## config.mk

```make
export PLATFORM = sky130hd
export DESIGN_NAME = pc_unit
export DESIGN_NICKNAME = d
export VERILOG_FILES = /design/src/rtl/pc_unit.sv
export SDC_FILE = /design/constraint.sdc
export NUM_CORES = 1
export LEC_CHECK = 0
export BUFFER_PORTS_ARGS = -buffer_cell sky130_fd_sc_hd__buf_2
export CORE_ASPECT_RATIO = 1.75
export CORE_MARGIN = 3
export CORE_UTILIZATION = 60
export CTS_BUF_LIST = sky130_fd_sc_hd__clkbuf_2 sky130_fd_sc_hd__clkbuf_4 sky130_fd_sc_hd__clkbuf_8
export DETAILED_ROUTE_END_ITERATION = 8
export PLACE_DENSITY = 0.83
export SETUP_SLACK_MARGIN = 0.02
export SLEW_MARGIN = 20
export SYNTH_ARGS = -nofsm -noshare
export SYNTH_HDL_FRONTEND = slang
export SYNTH_SLANG_ARGS = --single-unit
```

## constraint.sdc

```tcl
create_clock -name clk -period 4.9 [get_ports clk]
set_input_delay 0.98 -clock clk [delete_from_list [all_inputs] [get_ports clk]]
set_output_delay 0.98 -clock clk [all_outputs]
set_load 0.01 [all_outputs]
```

## src/rtl/pc_unit.sv

```systemverilog
// Program counter stage: owns the 16-bit PC, the jump/relative holding registers
// and the external code-address latch driven by ALE.
module pc_unit #(
  parameter logic [15:0] RESET_PC = 16'h0000,
  parameter int          AW       = 16
) (
  input  logic          clk,
  input  logic          reset,
  input  logic          Phase,
  input  logic [2:0]    PC_CON,
  input  logic          jmpH_en,
  input  logic          jmpL_en,
  input  logic          rel_en,
  input  logic [7:0]    bus_in,
  input  logic          ALE,
  output logic [AW-1:0] PC,
  output logic [AW-1:0] code_addr,
  output logic [7:0]    P2_addr,
  output logic [7:0]    P0_addr,
  output logic          addr_valid,
  output logic          pc_wrap,
  output logic [1:0]    fsm_state
);

  // Handshake: none; every register advances on a clk edge with Phase==1 ("step"),
  // except the ALE sampler and latch FSM which run every clk.

  typedef enum logic [1:0] {
    IDLE    = 2'd0,
    LATCHED = 2'd1,
    HOLD    = 2'd2
  } lat_state_t;

  lat_state_t state, state_next;
  logic       latch_now;
  logic       ale_q;

  logic [7:0]    jmph_q, jmpl_q, rel_q;
  logic [7:0]    jmph_eff, jmpl_eff, rel_eff;
  logic [AW-1:0] rel_ext;
  logic [AW-1:0] pc_next;
  logic          wrap_next;
  logic          pc_en, jump_flag, add_rel;

  assign pc_en     = PC_CON[2];
  assign jump_flag = PC_CON[1];
  assign add_rel   = PC_CON[0];

  // Same-step bypass lets a jump use the operand byte fetched on that step.
  assign jmph_eff = jmpH_en ? bus_in : jmph_q;
  assign jmpl_eff = jmpL_en ? bus_in : jmpl_q;
  assign rel_eff  = rel_en  ? bus_in : rel_q;
  assign rel_ext  = {{(AW-8){rel_eff[7]}}, rel_eff};

  always_comb begin
    pc_next   = PC + 1'b1;
    wrap_next = (PC == {AW{1'b1}});
    if (jump_flag) begin
      wrap_next = 1'b0;
      if (add_rel) pc_next = PC + rel_ext;
      else         pc_next = {jmph_eff, jmpl_eff};
    end
  end

  always_ff @(posedge clk or negedge reset) begin
    if (!reset) begin
      PC      <= RESET_PC;
      jmph_q  <= 8'h00;
      jmpl_q  <= 8'h00;
      rel_q   <= 8'h00;
      pc_wrap <= 1'b0;
    end else if (Phase) begin
      if (jmpH_en) jmph_q <= bus_in;
      if (jmpL_en) jmpl_q <= bus_in;
      if (rel_en)  rel_q  <= bus_in;
      if (pc_en)   PC     <= pc_next;
      pc_wrap <= pc_en & wrap_next;
    end else begin
      pc_wrap <= 1'b0;
    end
  end

  always_comb begin
    state_next = state;
    latch_now  = 1'b0;
    case (state)
      IDLE: begin
        if (ALE && !ale_q) begin
          latch_now  = 1'b1;
          state_next = LATCHED;
        end
      end
      LATCHED: state_next = ALE ? HOLD : IDLE;
      HOLD:    state_next = ALE ? HOLD : IDLE;
      default: state_next = IDLE;
    endcase
  end

  always_ff @(posedge clk or negedge reset) begin
    if (!reset) begin
      state      <= IDLE;
      ale_q      <= 1'b0;
      code_addr  <= '0;
      addr_valid <= 1'b0;
    end else begin
      state <= state_next;
      ale_q <= ALE;
      if (latch_now) begin
        code_addr  <= PC;
        addr_valid <= 1'b1;
      end
    end
  end

  assign P2_addr   = code_addr[15:8];
  assign P0_addr   = code_addr[7:0];
  assign fsm_state = state;

endmodule

```

==> run metrics <==
Antenna Cells=0; largest stage delay on the critical path=0.54 ns; Slowest-stage cell, CP=or4_1; cell-internal power=between 0.001 and 0.0015 W; clock buffer count from CTS=9; Yosys reg bits=between 60 and 70; placed cell count=504; Post-synth EDFFs=0; Setup WS pre-CTS=1.51 ns; Die Ht=roughly 110 um; cts hold-fix bufs=0; Rel. slew slack=about half; Hold Fails Final Rpt=0; Distinct cells, synth=57; CP cell instances=buf_2 -> mux2i_1 -> inv_1 -> ha_1 -> and2_4 -> nand2_1 -> nor2_4 -> a31oi_4 -> or4_1 -> nand4_1; Total Routed Length=8.66 mm; # setup viols final=0; Hold Crit Class=reg2reg; Worst-Margin Slew=0.760 ns; cts repair resizes=0; Reg clk slew, reported paths=0.07 ns; crit path DAT=3.37 ns; global route overflow=0; CP endpoint kind=flop; Post-synth top flop=dfrtp_1; Sw Share=37.4%; initial antenna violation count=0; worst skew pair latency=around 0.35 ns; Routed Antenna Nets=0; H-Tree Depth=3; post-layout worst setup margin=1.82 ns; first-pass GRT wire length=14.2 mm; total of max-cap violations=0; FF-to-FF setup slack=2.35 ns; Std-Cell Core Area=~0.0063 mm2; total power=slightly above 0.002 W; Top Family by Delay on Critical Path=simple AND/OR/NAND/NOR gates; via count of the routed design=between 3000 and 4000; WP data required=5.19 ns; Clock Sinks=61; fin crit share=62.9%; Peak VDD IR=0.229 mV; die area=0.00759 mm2; Gate power share=41.1%; TritonCTS clock tree=done; cell row count=38; vias in the first global route=3024; syn_nets=422; FFs w/ async S/R, synth=100%; status=finished, final reports clean; CTS root buf=clkbuf_8; nets=472; clock tree buffer depth=2; port bufs=69; Avg Cell Area, Syn=10.2 um2; setup TNS=0 ns; postcts setup bufs=0; Starting Density=62.5%; Clock power frac=roughly 22%; Final Util=between 70 and 80%; WL/cell=16.7 um; fin crit period=3.08 ns; Post-Syn Area=slightly below 0.004 mm2; Total GRT Usage=24.5%; layout cells sized above 1=33.2%; switching pwr=0.000771 W; router iterations before antenna repair=4; Non-Filler Instances=520; Yosys Warn Count=0; I/O pin count=70; die span in x=67.1 um; initial DRC count=240; post-DP HPWL=6.60 mm; Leak=2.01 nW; CP max FO=8; largest net degree at the start of global routing=slightly above 60; Critical Setup Path Class=in2reg; fmax=325 MHz; Vias/cell=between 5 and 6; register share of total power=36.6%; type of origin of the critical path=primary input; Residual DRC=0; RSZ-0062 raised after global routing=false; skew final=between 0.007 and 0.008 ns; Final Max Slew Viols=0; synthesis-to-finish area growth=12.0%; PD cells=469 mW/mm2; Mapped Cells=385; post-synthesis sequential area ratio=between 30% and 40%; Final GP Congestion=slightly above 0.9; Crit path buffers/inverters=2
[power by group through the flow]
stage	combinational [W]	clock (W)	sequential [W]
3_3_place_gp	0.000821	0	0.000753
5_1_grt	0.000935	0.000490	0.000778
4_1_cts	0.000850	0.000470	0.000755
3_5_place_dp	0.000847	0	0.000764
2_1_floorplan	0.000614	0	0.000787
6_report	0.000846	0.000459	0.000754
[flip-flops by register name, indices dropped and copies added (netlist names)]
signal / count
PC: 16
addr_valid: 1
ale_q: 1
code_addr: 16
fsm_state: 2
jmph_q: 8
jmpl_q: 8
pc_wrap: 1
rel_q: 8
[synthesized netlist by cell type (all sizes together), types with 2 or more instances]
library cell	n	area [um2]
dfrtp	61	1530
mux2	51	574
nand2	32	128
buf	27	179
a21oi	25	129
o21ai	23	119
nor2	21	96.3
ha	18	225
mux2i	16	160
nand3	12	70.1
and3	9	56.3
inv	7	26.3
xor2	6	52.6
a31oi	5	46.3
and2	5	33.8
nor3	5	25.0
o221ai	5	43.8
xnor2	5	43.8
a21o	4	30.0
a221oi	4	35.0
clkbuf	4	15.0
nor2b	4	25.0
o21a	4	30.0
o22ai	4	25.0
nand4	3	18.8
or4	3	22.5
a211oi	2	15.0
a22o	2	17.5
a41oi	2	17.5
o31ai	2	15.0
or2	2	15.0
[metrics by stage]
stage	area [um2]	hold slack (ns)
after global placement	4180	0.444
final	4390	0.467
after global routing	4390	0.497
after CTS	4390	0.466
after floorplan	3930	0.471
after detailed placement	4180	0.451
[path summary, 6_finish.rpt]
path                            start    endpoint  depth (start not counted)
min                        addr_valid  addr_valid                          1
min in group asynchronous       reset       PC[1]                          2
max in group asynchronous       reset   jmph_q[1]                          2
max                            rel_en      PC[15]                         10
max reg2reg                  rel_q[7]      PC[15]                          9
min reg2reg                addr_valid  addr_valid                          1
[metal layers]
layer / GRT usage [%] / wire length [um] / up-vias
li1: - / - / 1510
met1: 28.7 / 3470 / 1498
met2: 41.0 / 4520 / 89
met3: 4.57 / 418 / 19
met4: 13.7 / 255 / 0
met5: 0 / 0 / -
[final cells by class]
type | count | area (um2)
clock buffer | 11 | 151
clock inverter | 5 | 58.8
fill | 502 | 1880
inverter | 7 | 26.3
multi-input combinational | 286 | 2180
sequential | 61 | 1530
tap | 80 | 100
timing repair buffer | 70 | 353
[placed cells by master (no fill, tap or decap), drive strengths merged, types with 5 or more instances in the layout]
cell type  netlist  routed
nand2           32      32
and3             9       9
xor2             6       6
inv              7       7
xnor2            5       5
o221ai           5       5
mux2            51      51
a31oi            5       5
nand3           12      12
mux2i           16      16
a21oi           25      25
dfrtp           61      61
ha              18      18
nor2            21      21
and2             5       5
nor3             5       5
clkbuf           4      11
buf             27      70
o21ai           23      23
[cell families after synthesis]
group | count (synthesis) | share of synthesized area (%)
and+or+nand+nor | 100 | 13.2
xor gates and xnor gates | 11 | 2.45
AOI/OAI and AO/OA | 89 | 14.9
DFF | 61 | 38.9
muxes | 67 | 18.7
adders and majority gates | 19 | 6.25
buffers and inverters | 38 | 5.61
(Power assumes the default switching activity.)
